## config.mk

```make
export PLATFORM = sky130hd
export DESIGN_NAME = fmap_bank_ring
export DESIGN_NICKNAME = d
export VERILOG_FILES = /design/src/rtl/fmap_bank_ring.sv
export SDC_FILE = /design/constraint.sdc
export NUM_CORES = 1
export LEC_CHECK = 0
export CAP_MARGIN = 40
export CORE_AREA = 2 2 185 187
export DETAILED_ROUTE_END_ITERATION = 16
export DIE_AREA = 0 0 187 189
export PLACE_DENSITY_LB_ADDON = 0.12
export SLEW_MARGIN = 40
export SYNTH_ARGS = -nofsm -noshare
export SYNTH_HDL_FRONTEND = slang
export SYNTH_SLANG_ARGS = --single-unit
```

## constraint.sdc

```tcl
create_clock -name clk -period 1.6 [get_ports clk]
set_input_delay 0.32 -clock clk [delete_from_list [all_inputs] [get_ports clk]]
set_output_delay 0.32 -clock clk [all_outputs]
set_load 0.01 [all_outputs]
```

## src/rtl/fmap_bank_ring.sv

```systemverilog
// fmap_bank_ring: N-bank feature-map ring buffer controller.
// The producer fills bank wr_ptr and commits it; the consumer drains bank
// rd_ptr and releases it. External BRAMs have a 1-cycle read latency.
module fmap_bank_ring #(
    parameter int DATA_W    = 64,
    parameter int ADDR_W    = 12,
    parameter int NUM_BANKS = 2
) (
    input  logic                          clk,
    input  logic                          rst_n,
    input  logic                          flush,
    output logic                          wr_ready,
    input  logic                          wr_en,
    input  logic [ADDR_W-1:0]             wr_addr,
    input  logic [DATA_W-1:0]             wr_data,
    input  logic                          wr_commit,
    input  logic [ADDR_W:0]               wr_len,
    output logic                          rd_ready,
    output logic [ADDR_W:0]               rd_len,
    input  logic                          rd_en,
    input  logic [ADDR_W-1:0]             rd_addr,
    output logic [DATA_W-1:0]             rd_data,
    output logic                          rd_valid,
    input  logic                          rd_release,
    output logic [$clog2(NUM_BANKS):0]    full_cnt,
    output logic                          err_ovf,
    output logic                          err_udf,
    output logic [NUM_BANKS-1:0]          bank_we,
    output logic [NUM_BANKS*ADDR_W-1:0]   bank_addr,
    output logic [NUM_BANKS*DATA_W-1:0]   bank_din,
    input  logic [NUM_BANKS*DATA_W-1:0]   bank_dout
);

    localparam int PW = $clog2(NUM_BANKS);
    localparam int CW = PW + 1;
    localparam logic [ADDR_W:0] DEPTH = {1'b1, {ADDR_W{1'b0}}};

    logic [PW-1:0]   wr_ptr;
    logic [PW-1:0]   rd_ptr;
    logic [PW-1:0]   sel_d;
    logic [CW-1:0]   cnt;
    logic [ADDR_W:0] len_q [NUM_BANKS];

    logic            wr_acc;
    logic            rd_acc;
    logic            commit_acc;
    logic            rel_acc;
    logic [ADDR_W:0] len_clamped;

    // Ring pointers wrap at NUM_BANKS-1, which need not be a power of two.
    function automatic logic [PW-1:0] ptr_inc(input logic [PW-1:0] p);
        return (p == PW'(NUM_BANKS - 1)) ? '0 : p + PW'(1);
    endfunction

    assign full_cnt    = cnt;
    assign wr_ready    = cnt < CW'(NUM_BANKS);
    assign rd_ready    = cnt != '0;
    // Word traffic is suppressed during flush so bank contents stay untouched.
    assign wr_acc      = wr_en & wr_ready & ~flush;
    assign rd_acc      = rd_en & rd_ready & ~flush;
    assign commit_acc  = wr_commit & wr_ready;
    assign rel_acc     = rd_release & rd_ready;
    assign len_clamped = (wr_len > DEPTH) ? DEPTH : wr_len;
    assign bank_din    = {NUM_BANKS{wr_data}};

    // Ring state: pointers, occupancy, committed lengths, sticky errors, read pipe.
    always_ff @(posedge clk or negedge rst_n) begin
        if (!rst_n) begin
            wr_ptr   <= '0;
            rd_ptr   <= '0;
            sel_d    <= '0;
            cnt      <= '0;
            rd_valid <= 1'b0;
            err_ovf  <= 1'b0;
            err_udf  <= 1'b0;
            for (int unsigned i = 0; i < NUM_BANKS; i++) len_q[i] <= '0;
        end else if (flush) begin
            wr_ptr   <= '0;
            rd_ptr   <= '0;
            sel_d    <= '0;
            cnt      <= '0;
            rd_valid <= 1'b0;
            err_ovf  <= 1'b0;
            err_udf  <= 1'b0;
            for (int unsigned i = 0; i < NUM_BANKS; i++) len_q[i] <= '0;
        end else begin
            if (commit_acc) begin
                len_q[wr_ptr] <= len_clamped;
                wr_ptr        <= ptr_inc(wr_ptr);
            end
            if (rel_acc) rd_ptr <= ptr_inc(rd_ptr);
            case ({commit_acc, rel_acc})
                2'b10:   cnt <= cnt + CW'(1);
                2'b01:   cnt <= cnt - CW'(1);
                default: cnt <= cnt;
            endcase
            if ((wr_en | wr_commit) & ~wr_ready) err_ovf <= 1'b1;
            if ((rd_en | rd_release) & ~rd_ready) err_udf <= 1'b1;
            rd_valid <= rd_acc;
            if (rd_acc) sel_d <= rd_ptr;
        end
    end

    // Per-bank port steering; producer and consumer banks never coincide when both are ready.
    always_comb begin
        bank_we   = '0;
        bank_addr = '0;
        for (int unsigned i = 0; i < NUM_BANKS; i++) begin
            if (wr_acc && wr_ptr == PW'(i)) begin
                bank_we[i]                   = 1'b1;
                bank_addr[i*ADDR_W +: ADDR_W] = wr_addr;
            end else if (rd_acc && rd_ptr == PW'(i)) begin
                bank_addr[i*ADDR_W +: ADDR_W] = rd_addr;
            end
        end
    end

    // Read-data return mux, selected by the bank captured with the read.
    always_comb begin
        rd_data = '0;
        for (int unsigned i = 0; i < NUM_BANKS; i++) begin
            if (sel_d == PW'(i)) rd_data = bank_dout[i*DATA_W +: DATA_W];
        end
    end

    // Length of the consumer bank, forced to zero when nothing is committed.
    always_comb begin
        rd_len = '0;
        for (int unsigned i = 0; i < NUM_BANKS; i++) begin
            if (rd_ready && rd_ptr == PW'(i)) rd_len = len_q[i];
        end
    end

endmodule

```

Word-level counts from Yosys, hierarchy flattened. Index checks and enable logic that the tools add are counted.

Add/subtract/negate cells: 4. Order comparisons: 4. Eq/ne operators: 2. Multiplexer cells: 30. Bitwise operators: 16. Reduce and logical (&&, ||, !) cells: 14.

Operator list (count): 64-bit two-way mux (1); 13-bit two-way mux (4); 26-bit two-way mux (2); 12-bit two-way mux (4); 26-bit bitwise mux (1); 1-bit two-way mux (15); 13-bit demux with 1-bit select (1); 13-bit greater-than comparator, second input constant (1); 2-bit nonzero test (6); 1-bit bitwise AND (8); 1-bit logical AND (7); 1-bit NOT (5); 2-bit one-hot mux with 2 select lines (1); 3-bit nonzero test (1); 1-bit adder, second input constant (2); 2-bit by 1-bit adder with 2-bit output, second input constant (1); 2-bit by 1-bit equality test with 1-bit output, second input constant (1); 2-bit equality test, second input constant (1); 2-bit greater-or-equal comparator, second input constant (1); 2-bit by 1-bit less-than comparator with 1-bit output, second input constant (1); 2-bit less-than comparator, second input constant (1); 2-bit two-way mux (1); 1-bit NOT with 2-bit output (1); 1-bit bitwise OR (2); 2-bit by 1-bit subtractor with 2-bit output, second input constant (1).

Register bits after elaboration: 34. Bits of input ports: 236. Output and inout bits: 238. Word-level logic and storage cells: 79.

Logic depth before layout (Yosys ltp).
Depth in word-level cells: 8. Mapped depth: 6.

Worst setup path before layout. OpenSTA, ideal clock, no wires.

Kind: register to output. From: register wr_ptr. To: output port bank_addr[1]. Data arrival time: 1.447 ns. Slack: -0.167 ns. Stages on the path, launching flop included: 7. Path buffers: 2. Cell sequence: dfrtp_1 -> buf_2 -> or4b_4 -> inv_2 -> buf_4 -> nand2_1 -> o21ai_1.

Longest elaborated chain between the ends: 3.

RTL lines: from (decl) (line 38) `logic [PW-1:0] wr_ptr;`; from (signal assigned) (line 89) `wr_ptr <= ptr_inc(wr_ptr);`; 1-bit NOT (line 109) `if (wr_acc && wr_ptr == PW'(i)) begin`; 1-bit logical AND (line 109); 12-bit two-way mux (line 109); to (decl) (line 29) `output logic [NUM_BANKS*ADDR_W-1:0] bank_addr,`.

Every way passes these cells.

Final worst setup path.
From: register rd_ptr. To: output port bank_addr[10].

Longest elaborated chain between the ends: 4.

RTL lines: from (decl) (line 39) `logic [PW-1:0] rd_ptr;`; from (signal assigned) (line 91) `if (rel_acc) rd_ptr <= ptr_inc(rd_ptr);`; 1-bit NOT (line 112) `end else if (rd_acc && rd_ptr == PW'(i)) begin`; 1-bit logical AND (line 112); 12-bit two-way mux (line 112); 12-bit two-way mux (line 109).

Every way passes these cells.

==> run summary <==
The total leakage power is 3.26 nW. The post-route worst setup slack is -0.516 ns. The final max-slew violation count came to 0. The finished layout holds 1,089 standard cells, fillers aside. The remaining global-route overflow came out at 0. The count of TritonRoute iterations in the first routing pass came out at 4. STA classifies the critical path startpoint as a flop. The number of hold buffers added after CTS was 0. The arrival time of the worst setup path is 1.80 ns. The worst setup path is captured at an output port.

The clock-pin transition on the worst setup and hold timing paths is 0.05 ns. The pin count of the biggest net entering global routing is 35. The critical path in this run is classified as reg2out. The maximum clock rate is 0.473 GHz. The flow ran to the end, but the final reports show violations.

The number of flip-flops and latches in the synthesized netlist came out at 34. The internal power of the cells totals 2.46 mW. The clock skew came out at 0.00494 ns. The count of unresolved DRC violations after routing came out at 0. The final reports fail on negative setup slack. The largest incremental delay on the critical path is 0.51 ns. In this run, CTS created clock tree buffers numbering 5. The core area came out at 33,300 um^2. The worst path in the final design needs a cycle of 2.12 ns, including I/O delays and setup. Dividing total power by cell area gives a power density of 467 nW/um^2. During synthesis, Yosys emitted a total of 0 warnings. The initialized floorplan defines 67 standard-cell rows. The final standard cell area without fillers is 7400 um^2. The relative contribution of the clock network to total power came out at 28.2%. IR analysis of the VDD net gives a maximum drop of 0.336 mV. The final period utilization is 132%. The clock insertion delay at the later pin of the skew report came out at 0.28 ns.

The proportion of power drawn by combinational gates came out at 45.0%. The total wire length is 21,500 um. The number of failing hold endpoints at the final stage is 0. The power share of the sequential group came out at 26.8%. The congestion estimate from routability-driven global placement came to 0.843. In this run switching power makes up 28.9% of total power. Setup repair after global routing could not meet its margin everywhere.

The share of the Yosys chip area taken by registers is 23.3%. TritonCTS built the clock tree. The count of pins on the block boundary came out at 474. Clock tree synthesis selected as its root buffer the cell sky130_fd_sc_hd__clkbuf_16. The summed instance area of the synthesized netlist came out at 3660 um^2. The remaining max-slew budget at the tightest pin is 79.3%. The count of cell types in the netlist is 32.

The tool flagged a number of max-cap violations equal to 0. The master of the slowest instance on the critical path is sky130_fd_sc_hd__or4b_4. The path class of the tightest hold or removal check is in2async. The via count of the first global-routing pass is 3,980.

The share of async-settable or async-resettable flops after synthesis is 100%. The slew of the pin with the lowest slew margin is 0.311 ns. The violation count after the first detailed-route iteration is 87.

The sum of net half-perimeters after detailed placement is 16,000 um. The full die area came out at 35,300 um^2. Data on the critical path is required at its endpoint by 1.28 ns. The post-route netlist has 51.0% of its cells at a drive strength greater than 1.

The final total negative setup slack came out at -29.68 ns. The most used flip-flop cell after synthesis is sky130_fd_sc_hd__dfrtp_1. The TritonCTS sink count came out at 34. The number of enable flip-flop cells after synthesis is 0. The total track usage came out at 11.0%. The number of vias after detailed routing is 3,747. The quantity of I/O buffers inserted on ports is 281. The horizontal die dimension came out at 187 um. The antenna cell count came out at 0. In this run the worst path has a maximum fanout of 3. The net load switching power is 0.996 mW. The area overhead of the layout relative to synthesis came out at 102%. The critical path goes through buf_6, or4b_4, buf_4, o21ai_4, buf_2. The y dimension of the die is 189 um.

The detail route stage leaves a number of antenna-violating nets equal to 0. The effective utilization at floorplan is 11.0%. The post-synth net total came out at 652. The number of antenna violations at the first check in global routing is 0. The clock tree synthesis step divided the H-tree into 2 levels.

The final setup violation count came out at 103. The worst setup slack before clock tree synthesis came out at -1.05 ns. The number of buffers on the longest clock path is 2.

The average footprint of a synthesized cell is 8.79 um^2. The detailed-route vias per instance is 3.44. The routed wirelength normalized by instance count is 19.7 um. The wire length of the first global-routing pass is 28,700 um.

The overall power consumption is 3.45 mW. The area of placed instances is 6300 um^2. The total placed cells including tap cells came out at 1,022. The number of nets in the layout came out at 877. The gate count of the mapped netlist came out at 416.
-- layout make-up --
class | count | area, um^2
clock buffers | 7 | 143
fillers | 3682 | 25900
inverters | 7 | 38.8
multi-input cells | 225 | 2120
flip-flops and latches | 34 | 856
well taps | 448 | 561
repair buffers | 367 | 3670
repair inverters | 1 | 8.76
-- per-stage QoR --
step / hold WS (ns) / utilization [%]
CTS: 0.431 / 20.4
floorplan: 0.0244 / -
global route: 0.438 / 22.2
detailed placement: 0.490 / 18.9
finish: 0.415 / 22.2
global placement: 0.487 / 18.9
-- final timing paths --
| path | slack [ns] | start | cells after the start | endpoint |
|---|---|---|---|---|
| setup reg to reg | 0.09 | full_cnt[1]$_DFFE_PN0P_ | 6 | len_q[24]$_DFFE_PN0P_ |
| hold / removal | 0.42 | rst_n | 2 | len_q[19]$_DFFE_PN0P_ |
| hold reg to reg | 0.50 | len_q[4]$_DFFE_PN0P_ | 1 | len_q[4]$_DFFE_PN0P_ |
| min in group clk | 0.48 | wr_len[12] | 4 | len_q[12]$_DFFE_PN0P_ |
| setup / recovery | -0.52 | rd_ptr$_DFFE_PN0P_ | 5 | bank_addr[10] |
| max in group asynchronous | 0.98 | rst_n | 2 | rd_ptr$_DFFE_PN0P_ |
-- critical path: cells and delay by family (launching register included) --
| family | cells | cell delay, ns |
|---|---|---|
| AND/OR/NAND/NOR | 1 | 0.51 |
| buffers and inverters | 3 | 0.44 |
| flip-flops | 1 | 0.44 |
| AO/OA/AOI/OAI | 1 | 0.12 |
-- flip-flops by register name, indices dropped and copies added, names as in the netlist --
| signal | flops |
|---|---|
| len_q | 26 |
| full_cnt | 2 |
| err_ovf | 1 |
| err_udf | 1 |
| rd_ptr | 1 |
| rd_valid | 1 |
| sel_d | 1 |
| wr_ptr | 1 |
-- logic make-up (layout without fill, tap and decap cells) --
group | Yosys count | count (layout) | synth area share (%)
multiplexers | 80 | 80 | 24.1
flip-flops | 34 | 34 | 23.3
buffers and inverters | 158 | 382 | 30.3
AO/OA/AOI/OAI | 58 | 58 | 10.6
XOR/XNOR | 3 | 3 | 0.718
AND/OR/NAND/NOR | 83 | 84 | 11.0
-- repair_timing --
action | CTS | global route
setup buffers | 22 | 31
resized for setup | 381 | 266
cloned | 8 | 4
setup endpoints to repair | 131 | 127
pin swaps | 11 | 18
endpoints found under the hold margin | 0 | 0
-- layer usage --
layer	routed length, um	global-route usage [%]	vias up
met2	11300	19.8	171
li1	-	-	1741
met3	1280	2.47	48
met1	8400	12.9	1787
met5	0	0.412	-
met4	491	3.24	0
-- power groups by stage --
stage / sequential (mW) / clock, mW / combinational [mW]
floorplan: 0.932 / 0 / 0.753
global placement: 0.934 / 0 / 1.34
detailed placement: 0.933 / 0 / 1.35
CTS: 0.922 / 1.01 / 1.42
global route: 0.928 / 1.05 / 1.65
finish: 0.924 / 0.974 / 1.55
-- cells in the final DEF (no fill, tap or decap), drive strengths merged, types with 3 or more instances in the layout --
master         count
a21oi              4
a22o              24
buf              166
clkbuf            34
clkdlybuf4s50    169
dfrtp             34
dlygate4sd2        3
inv                8
mux2              64
mux2i             16
nand2             48
nor2              21
nor3b              4
o21ai             29
or4b               3
-- cell usage after synthesis (2+ instances only) --
cell                       instances  area (um^2)
sky130_fd_sc_hd__buf_4           130          976
sky130_fd_sc_hd__mux2_2           64          721
sky130_fd_sc_hd__nand2_1          48          180
sky130_fd_sc_hd__dfrtp_1          34          851
sky130_fd_sc_hd__a22o_1           24          210
sky130_fd_sc_hd__nor2_1           20         75.1
sky130_fd_sc_hd__o21ai_0          19         95.1
sky130_fd_sc_hd__mux2i_1          16          160
sky130_fd_sc_hd__buf_2            11         55.1
sky130_fd_sc_hd__o21ai_1           9         45.0
sky130_fd_sc_hd__clkbuf_1          8         30.0
sky130_fd_sc_hd__inv_1             6         22.5
sky130_fd_sc_hd__a21oi_1           4         20.0
sky130_fd_sc_hd__buf_6             2         22.5
sky130_fd_sc_hd__nor3b_1           2         15.0
sky130_fd_sc_hd__or4b_4            2         27.5
sky130_fd_sc_hd__xor2_1            2         17.5
No activity file was read; power rests on OpenSTA's default activity.
